===== config.mk =====
export PLATFORM = sky130hd
export DESIGN_NAME = parking_gate_ctrl_flat
export DESIGN_NICKNAME = d
export VERILOG_FILES = /design/src/rtl/parking_gate_ctrl_if.sv /design/src/rtl/parking_gate_ctrl.sv /design/src/flat_wrapper.sv
export SDC_FILE = /design/constraint.sdc
export NUM_CORES = 1
export LEC_CHECK = 0
export CAP_MARGIN = 15
export CORE_UTILIZATION = 53
export DETAILED_ROUTE_END_ITERATION = 7
export GPL_ROUTABILITY_DRIVEN = 0
export PLACE_DENSITY_LB_ADDON = 0.08
export SETUP_SLACK_MARGIN = 0.05
export SYNTH_ARGS = -nofsm -noshare
export SYNTH_HDL_FRONTEND = slang
export SYNTH_SLANG_ARGS = --single-unit
export TNS_END_PERCENT = 1

===== constraint.sdc =====
create_clock -name clock -period 2.2 [get_ports clock]
set_input_delay 0.22 -clock clock [delete_from_list [all_inputs] [get_ports clock]]
set_output_delay 0.22 -clock clock [all_outputs]
set_load 0.005 [all_outputs]

===== src/rtl/parking_gate_ctrl_if.sv =====
// Signal bundle between the entry sensors/keypad, the parking gate controller
// and the barrier/alarm side.
//
// Handshake: digit_valid is a valid-only strobe. The controller is always
// ready, so every cycle with digit_valid high delivers exactly one digit.
// Digits arriving while the controller is not collecting a PIN are dropped.
interface parking_gate_ctrl_if #(
    parameter int DIGIT_W = 4,
    parameter int TRIES_W = 2
);
    logic               arrival;
    logic               passed;
    logic               digit_valid;
    logic [DIGIT_W-1:0] digit;
    logic               gate_open;
    logic               block_alarm;
    logic               pin_alarm;
    logic               wrong_pin;
    logic [TRIES_W-1:0] tries;
    logic [2:0]         state_dbg;

    // Sensor/keypad side: drives the inputs, observes the outputs.
    modport master (
        output arrival, passed, digit_valid, digit,
        input  gate_open, block_alarm, pin_alarm, wrong_pin, tries, state_dbg
    );

    // Controller side.
    modport slave (
        input  arrival, passed, digit_valid, digit,
        output gate_open, block_alarm, pin_alarm, wrong_pin, tries, state_dbg
    );
endinterface


===== src/rtl/parking_gate_ctrl.sv =====
// Parking gate controller: collects a multi-digit PIN from the keypad, raises
// the barrier on a match, counts wrong attempts up to a lockout, times out
// idle keying and an unused open gate, and blocks on tailgating.
// All outputs are registered; state_dbg exposes the FSM state.
module parking_gate_ctrl #(
    parameter int                           DIGIT_W   = 4,
    parameter int                           PIN_LEN   = 4,
    parameter logic [DIGIT_W*PIN_LEN-1:0]   PIN       = 16'h2024,
    parameter int                           MAX_TRIES = 3,
    parameter int                           ENTRY_TO  = 15,
    parameter int                           OPEN_TO   = 15
) (
    input  logic                 clock,
    input  logic                 reset,
    parking_gate_ctrl_if.slave   gif
);

    localparam int PIN_W   = DIGIT_W * PIN_LEN;
    localparam int CNT_W   = $clog2(PIN_LEN + 1);
    localparam int TRIES_W = $clog2(MAX_TRIES + 1);
    localparam int T_MAX   = (ENTRY_TO > OPEN_TO) ? ENTRY_TO : OPEN_TO;
    localparam int TMR_W   = $clog2(T_MAX + 1);

    localparam logic [2:0] S_IDLE      = 3'd0;
    localparam logic [2:0] S_PIN_ENTRY = 3'd1;
    localparam logic [2:0] S_GATE_OPEN = 3'd2;
    localparam logic [2:0] S_BLOCK     = 3'd3;
    localparam logic [2:0] S_LOCKOUT   = 3'd4;

    logic [2:0]         state_q, state_n;
    logic [CNT_W-1:0]   cnt_q, cnt_n;
    logic [PIN_W-1:0]   pin_buf_q, pin_buf_n;
    logic [TMR_W-1:0]   timer_q, timer_n;
    logic [TRIES_W-1:0] tries_q, tries_n;
    logic               wrong_q, wrong_n;
    logic               gate_q, block_q, lock_q;

    logic [PIN_W-1:0]   cand;
    logic               last_digit;
    logic               pin_ok;
    logic [TRIES_W-1:0] tries_inc;

    // Candidate PIN if the current digit completes the attempt.
    assign cand       = (pin_buf_q << DIGIT_W) | PIN_W'(gif.digit);
    assign last_digit = gif.digit_valid && (cnt_q == CNT_W'(PIN_LEN - 1));
    assign pin_ok     = (cand == PIN);
    // Wrong-attempt counter saturates at the lockout threshold.
    assign tries_inc  = (tries_q == TRIES_W'(MAX_TRIES)) ? tries_q : tries_q + 1'b1;

    // Next-state and datapath decisions for the gate FSM.
    always_comb begin
        state_n   = state_q;
        cnt_n     = cnt_q;
        pin_buf_n = pin_buf_q;
        timer_n   = timer_q;
        tries_n   = tries_q;
        wrong_n   = 1'b0;
        case (state_q)
            S_IDLE: begin
                if (gif.arrival) begin
                    state_n   = S_PIN_ENTRY;
                    cnt_n     = '0;
                    timer_n   = '0;
                    pin_buf_n = '0;
                end
            end
            S_PIN_ENTRY: begin
                if (!gif.arrival) begin
                    // Vehicle left: discard the partial entry, keep the try count.
                    state_n   = S_IDLE;
                    cnt_n     = '0;
                    timer_n   = '0;
                    pin_buf_n = '0;
                end else if (gif.digit_valid) begin
                    // A digit always beats a simultaneous timer expiry.
                    timer_n = '0;
                    if (last_digit) begin
                        cnt_n     = '0;
                        pin_buf_n = '0;
                        if (pin_ok) begin
                            state_n = S_GATE_OPEN;
                            tries_n = '0;
                        end else begin
                            wrong_n = 1'b1;
                            tries_n = tries_inc;
                            if (tries_inc == TRIES_W'(MAX_TRIES))
                                state_n = S_LOCKOUT;
                        end
                    end else begin
                        cnt_n     = cnt_q + 1'b1;
                        pin_buf_n = cand;
                    end
                end else if (timer_q == TMR_W'(ENTRY_TO - 1)) begin
                    // Keying stalled: treated exactly like a wrong PIN.
                    timer_n   = '0;
                    cnt_n     = '0;
                    pin_buf_n = '0;
                    wrong_n   = 1'b1;
                    tries_n   = tries_inc;
                    if (tries_inc == TRIES_W'(MAX_TRIES))
                        state_n = S_LOCKOUT;
                end else begin
                    timer_n = timer_q + 1'b1;
                end
            end
            S_GATE_OPEN: begin
                if (gif.passed) begin
                    // A second vehicle still on the entry sensor is a tailgate.
                    state_n = gif.arrival ? S_BLOCK : S_IDLE;
                    timer_n = '0;
                end else if (timer_q == TMR_W'(OPEN_TO - 1)) begin
                    state_n = S_IDLE;
                    timer_n = '0;
                end else begin
                    timer_n = timer_q + 1'b1;
                end
            end
            S_BLOCK, S_LOCKOUT: begin
                // Attendant unlock: correct PIN only, no timeout, no try counting.
                if (gif.digit_valid) begin
                    if (last_digit) begin
                        cnt_n     = '0;
                        pin_buf_n = '0;
                        if (pin_ok) begin
                            state_n = S_IDLE;
                            if (state_q == S_LOCKOUT)
                                tries_n = '0;
                        end
                    end else begin
                        cnt_n     = cnt_q + 1'b1;
                        pin_buf_n = cand;
                    end
                end
            end
            default: begin
                state_n   = S_IDLE;
                cnt_n     = '0;
                pin_buf_n = '0;
                timer_n   = '0;
            end
        endcase
    end

    // State, datapath and registered outputs; reset overrides everything.
    always_ff @(posedge clock) begin
        if (!reset) begin
            state_q   <= S_IDLE;
            cnt_q     <= '0;
            pin_buf_q <= '0;
            timer_q   <= '0;
            tries_q   <= '0;
            wrong_q   <= 1'b0;
            gate_q    <= 1'b0;
            block_q   <= 1'b0;
            lock_q    <= 1'b0;
        end else begin
            state_q   <= state_n;
            cnt_q     <= cnt_n;
            pin_buf_q <= pin_buf_n;
            timer_q   <= timer_n;
            tries_q   <= tries_n;
            wrong_q   <= wrong_n;
            gate_q    <= (state_n == S_GATE_OPEN);
            block_q   <= (state_n == S_BLOCK);
            lock_q    <= (state_n == S_LOCKOUT);
        end
    end

    assign gif.gate_open   = gate_q;
    assign gif.block_alarm = block_q;
    assign gif.pin_alarm   = lock_q;
    assign gif.wrong_pin   = wrong_q;
    assign gif.tries       = tries_q;
    assign gif.state_dbg   = state_q;

endmodule


===== src/flat_wrapper.sv =====
// flat-port wrapper written by rule: the top's interface ports become plain ports
module parking_gate_ctrl_flat 
#(
    parameter int                           DIGIT_W   = 4,
    parameter int                           PIN_LEN   = 4,
    parameter logic [DIGIT_W*PIN_LEN-1:0]   PIN       = 16'h2024,
    parameter int                           MAX_TRIES = 3,
    parameter int                           ENTRY_TO  = 15,
    parameter int                           OPEN_TO   = 15
)
  (clock, reset, gif_arrival, gif_passed, gif_digit_valid, gif_digit, gif_gate_open, gif_block_alarm, gif_pin_alarm, gif_wrong_pin, gif_tries, gif_state_dbg);
  parking_gate_ctrl_if #(.DIGIT_W(DIGIT_W), .TRIES_W(2)) gif_i ();
  input  logic clock;
  input  logic reset;
  input wire logic [$bits(gif_i.arrival)-1:0] gif_arrival;
  input wire logic [$bits(gif_i.passed)-1:0] gif_passed;
  input wire logic [$bits(gif_i.digit_valid)-1:0] gif_digit_valid;
  input wire logic [$bits(gif_i.digit)-1:0] gif_digit;
  output wire logic [$bits(gif_i.gate_open)-1:0] gif_gate_open;
  output wire logic [$bits(gif_i.block_alarm)-1:0] gif_block_alarm;
  output wire logic [$bits(gif_i.pin_alarm)-1:0] gif_pin_alarm;
  output wire logic [$bits(gif_i.wrong_pin)-1:0] gif_wrong_pin;
  output wire logic [$bits(gif_i.tries)-1:0] gif_tries;
  output wire logic [$bits(gif_i.state_dbg)-1:0] gif_state_dbg;
  assign gif_i.arrival = gif_arrival;
  assign gif_i.passed = gif_passed;
  assign gif_i.digit_valid = gif_digit_valid;
  assign gif_i.digit = gif_digit;
  assign gif_gate_open = gif_i.gate_open;
  assign gif_block_alarm = gif_i.block_alarm;
  assign gif_pin_alarm = gif_i.pin_alarm;
  assign gif_wrong_pin = gif_i.wrong_pin;
  assign gif_tries = gif_i.tries;
  assign gif_state_dbg = gif_i.state_dbg;
  parking_gate_ctrl #(.DIGIT_W(DIGIT_W), .PIN_LEN(PIN_LEN), .PIN(PIN), .MAX_TRIES(MAX_TRIES), .ENTRY_TO(ENTRY_TO), .OPEN_TO(OPEN_TO)) u_core (.clock(clock), .reset(reset), .gif(gif_i));
endmodule

==> qor.csv <==
stage,metric,value,unit
sta,Final Hold Viols,0,
synthesis,commonest cells in the netlist,"dfxtp_1 (28), nor2_1 (22), a22oi_1 (14)",
synthesis,Gate Count Post-Synth,151,
placed_design,placed cell count,197,
sta,max-slew violation count,0,
floorplan,row count,17,
clock_tree,clock buffers created by TritonCTS,3,
sta,worst hold margin,481,ps
synthesis,dominant cell type by area after synthesis,dfxtp_1,
clock_tree,clock slew at reported path FFs,150,ps
placed_design,DP Wirelength,2110,µm
sta,Final min period,1930,ps
synthesis,number of synthesized flops with an enable pin,0,
routing,Routed WL,2860,µm
finish,area grow syn2layout,21.6,%
clock_tree,post-CTS setup buffers,0,
sta,RSZ-0062 raised after global routing,false,
critical_path,Worst setup EP type,flop,
global_route,first-pass GRT wire length,4850,µm
global_route,GRT Resource Usage Total,0.239,
floorplan,Die ar.,2740,µm²
clock_tree,Max clock buf depth,2,
run,maxcap violations,0,
floorplan,core area,2300,µm²
sta,clk_skew,5.51,ps
clock_tree,"Clk Latency, worst-skew pair",330,ps
synthesis,sequential element share of the synthesized area,0.417,
global_route,vias in the first global route,1061,
min_path,worst hold path type,flop to flop,
clock_tree,root buffer cell,clkbuf_4,
routing,DR pass1 iterations,5,
sta,Max Clk Rate,519,MHz
pwr,Pleak,0.604,nW
synthesis,synthesized area per cell,8.90,µm²
finish,fraction of layout cells with a size suffix above 1,0.0983,
routing,First DRT Iteration DRCs,37,
routing,DR WL/cell,14.2,µm
floorplan,DIE HEIGHT,52.4,µm
synthesis,net count after synthesis,163,
synthesis,yosys warns,0,
clock_tree,Clock Sinks,28,
synthesis,"Cell Area, Synth",1340,µm²
synthesis,Synth Register Bits,28,
floorplan,starting density of the core,0.585,
synthesis,most common cell in the netlist,dfxtp_1,
synthesis,post-synth top area share,0.417,
sta,setup violators final,0,
routing,"antenna viol nets, final",0,
critical_path,WP data required,2470,ps
synthesis,Synth Flop Type,dfxtp_1,
critical_path,Crit Path Max Fanout,15,
critical_path,crit path DAT,2190,ps
placed_design,Port Buf Inserts,17,
finish,Final Non-Filler Cells,201,
finish,ant diodes,0,
status,status,"complete, no violations",
clock_tree,H-tree levels,1,
placed_design,Setup WS pre-CTS,-192,ps
global_route,GR Util met1,0.321,
sta,worst slew pin tran,649,ps
critical_path,kind of critical path,flop to flop,
global_route,initial antenna violation count,0,
routing,DRC viols,0,
clock_tree,CTS tree,done,
global_route,met2 GRT Util,0.380,
pwr,PwrDens,571,nW/µm²
finish,Layout Nets,186,
routing,vias per inst,6.02,
critical_path,r2r setup slk,270,ps
global_route,GRT overflow,0,
routing,via count,1210,
finish,Layout Utilization,0.711,
global_route,GR peak layer,met2,
critical_path,critical path startpoint category,flop,
sta,Slew HR,0.564,
sta,final cycle utilization of the critical path,0.876,
synthesis,ranking of synthesized cells by area,"dfxtp_1 (42%), a22oi_1 (7.8%), nor2_1 (6.1%), ha_1 (2.8%), nand2_1 (2.2%)",
pwr,Peak supply drop,0.000666,V
global_route,pin count of the biggest net entering global routing,17,
floorplan,io pins,18,
global_route,met3 Use GR,0.0406,
synthesis,ys async rst share,0,
floorplan,die width,52.4,µm
synthesis,Netlist cell types,47,
sta,final worst slack,272,ps
[report_power, final]
group,internal [mW],switching [mW],leakage [nW]
Sequential,0.512,0.00637,0.226
Clock,0.184,0.152,0.0279
Combinational,0.0375,0.0423,0.350
Total,0.733,0.200,0.604
[layout make-up]
class / count / area [µm²]
fillers: 192 / 663
inverters: 5 / 18.8
well taps: 28 / 35.0
multi-input cells: 109 / 722
clock inverters: 1 / 30.0
clock buffers: 3 / 22.5
repair buffers: 27 / 245
flip-flops and latches: 28 / 561
[final timing paths]
kind                                      start                                 to  depth (start not counted)
max          u_core.gif.state_dbg[1]$_SDFF_PN0_  u_core.pin_buf_q[11]$_SDFFE_PN0P_                          6
min                u_core.cnt_q[1]$_SDFFE_PN0P_       u_core.cnt_q[1]$_SDFFE_PN0P_                          2
max reg2reg  u_core.gif.state_dbg[1]$_SDFF_PN0_  u_core.pin_buf_q[11]$_SDFFE_PN0P_                          6
min reg2reg        u_core.cnt_q[1]$_SDFFE_PN0P_       u_core.cnt_q[1]$_SDFFE_PN0P_                          2
[per-stage QoR]
step / TNS, ps / power [mW] / instance area (µm²)
CTS: 0 / 0.941 / 1630
global placement: -1360 / 0.604 / 1570
detailed placement: -2080 / 0.606 / 1570
global route: 0 / 0.966 / 1630
floorplan: 0 / 0.572 / 1340
finish: 0 / 0.934 / 1630
[flip-flops by register name (all words and copies together), names as in the netlist]
signal and count:
u_core.gif.gate_open 1, u_core.gif.pin_alarm 1, u_core.cnt_q 3, u_core.pin_buf_q 12
u_core.timer_q 4, u_core.gif.wrong_pin 1, u_core.gif.tries 2, u_core.gif.block_alarm 1
u_core.gif.state_dbg 3
[logic make-up (layout without fill, tap and decap cells)]
family                     after synthesis  in the layout  synth area share
AOI/OAI and AO/OA                       38             38             0.201
muxes                                    2              2            0.0149
buffers and inverters                   14             36            0.0559
and+or+nand+nor                         63             63             0.264
xor gates and xnor gates                 3              3            0.0196
adders and majority gates                3              3            0.0279
DFF                                     28             28             0.417
[layer usage]
| layer | part of all wire | up-vias |
|---|---|---|
| met2 | 0.47 | 34 |
| li1 | - | 598 |
| met3 | 0.042 | 6 |
| met4 | 0.014 | 0 |
| met5 | 0 | - |
| met1 | 0.47 | 572 |
[layout by cell type (no fill, tap or decap), types with 4 or more instances in the layout]
cell	n
a21oi_1	5
a22oi_1	14
buf_4	10
clkdlybuf4s50_1	17
dfxtp_1	28
inv_1	4
nand2_1	8
nand3_1	4
nor2_1	22
[critical path, cell delays in order (launching register included)]
cell      delay [ps]
dfxtp_1          540
and2b_1          250
o311ai_1         430
or2_1            200
buf_4            200
a22oi_1          110
nor2_1           130
[repair_timing]
| item | CTS | global route |
|---|---|---|
| cloned | 0 | 0 |
| resized for setup | 1 | 1 |
| setup endpoints to repair | 3 | 16 |
| hold buffers | 0 | 0 |
| pin swaps | 0 | 0 |
Note: power is estimated with default switching activity, not from simulation.
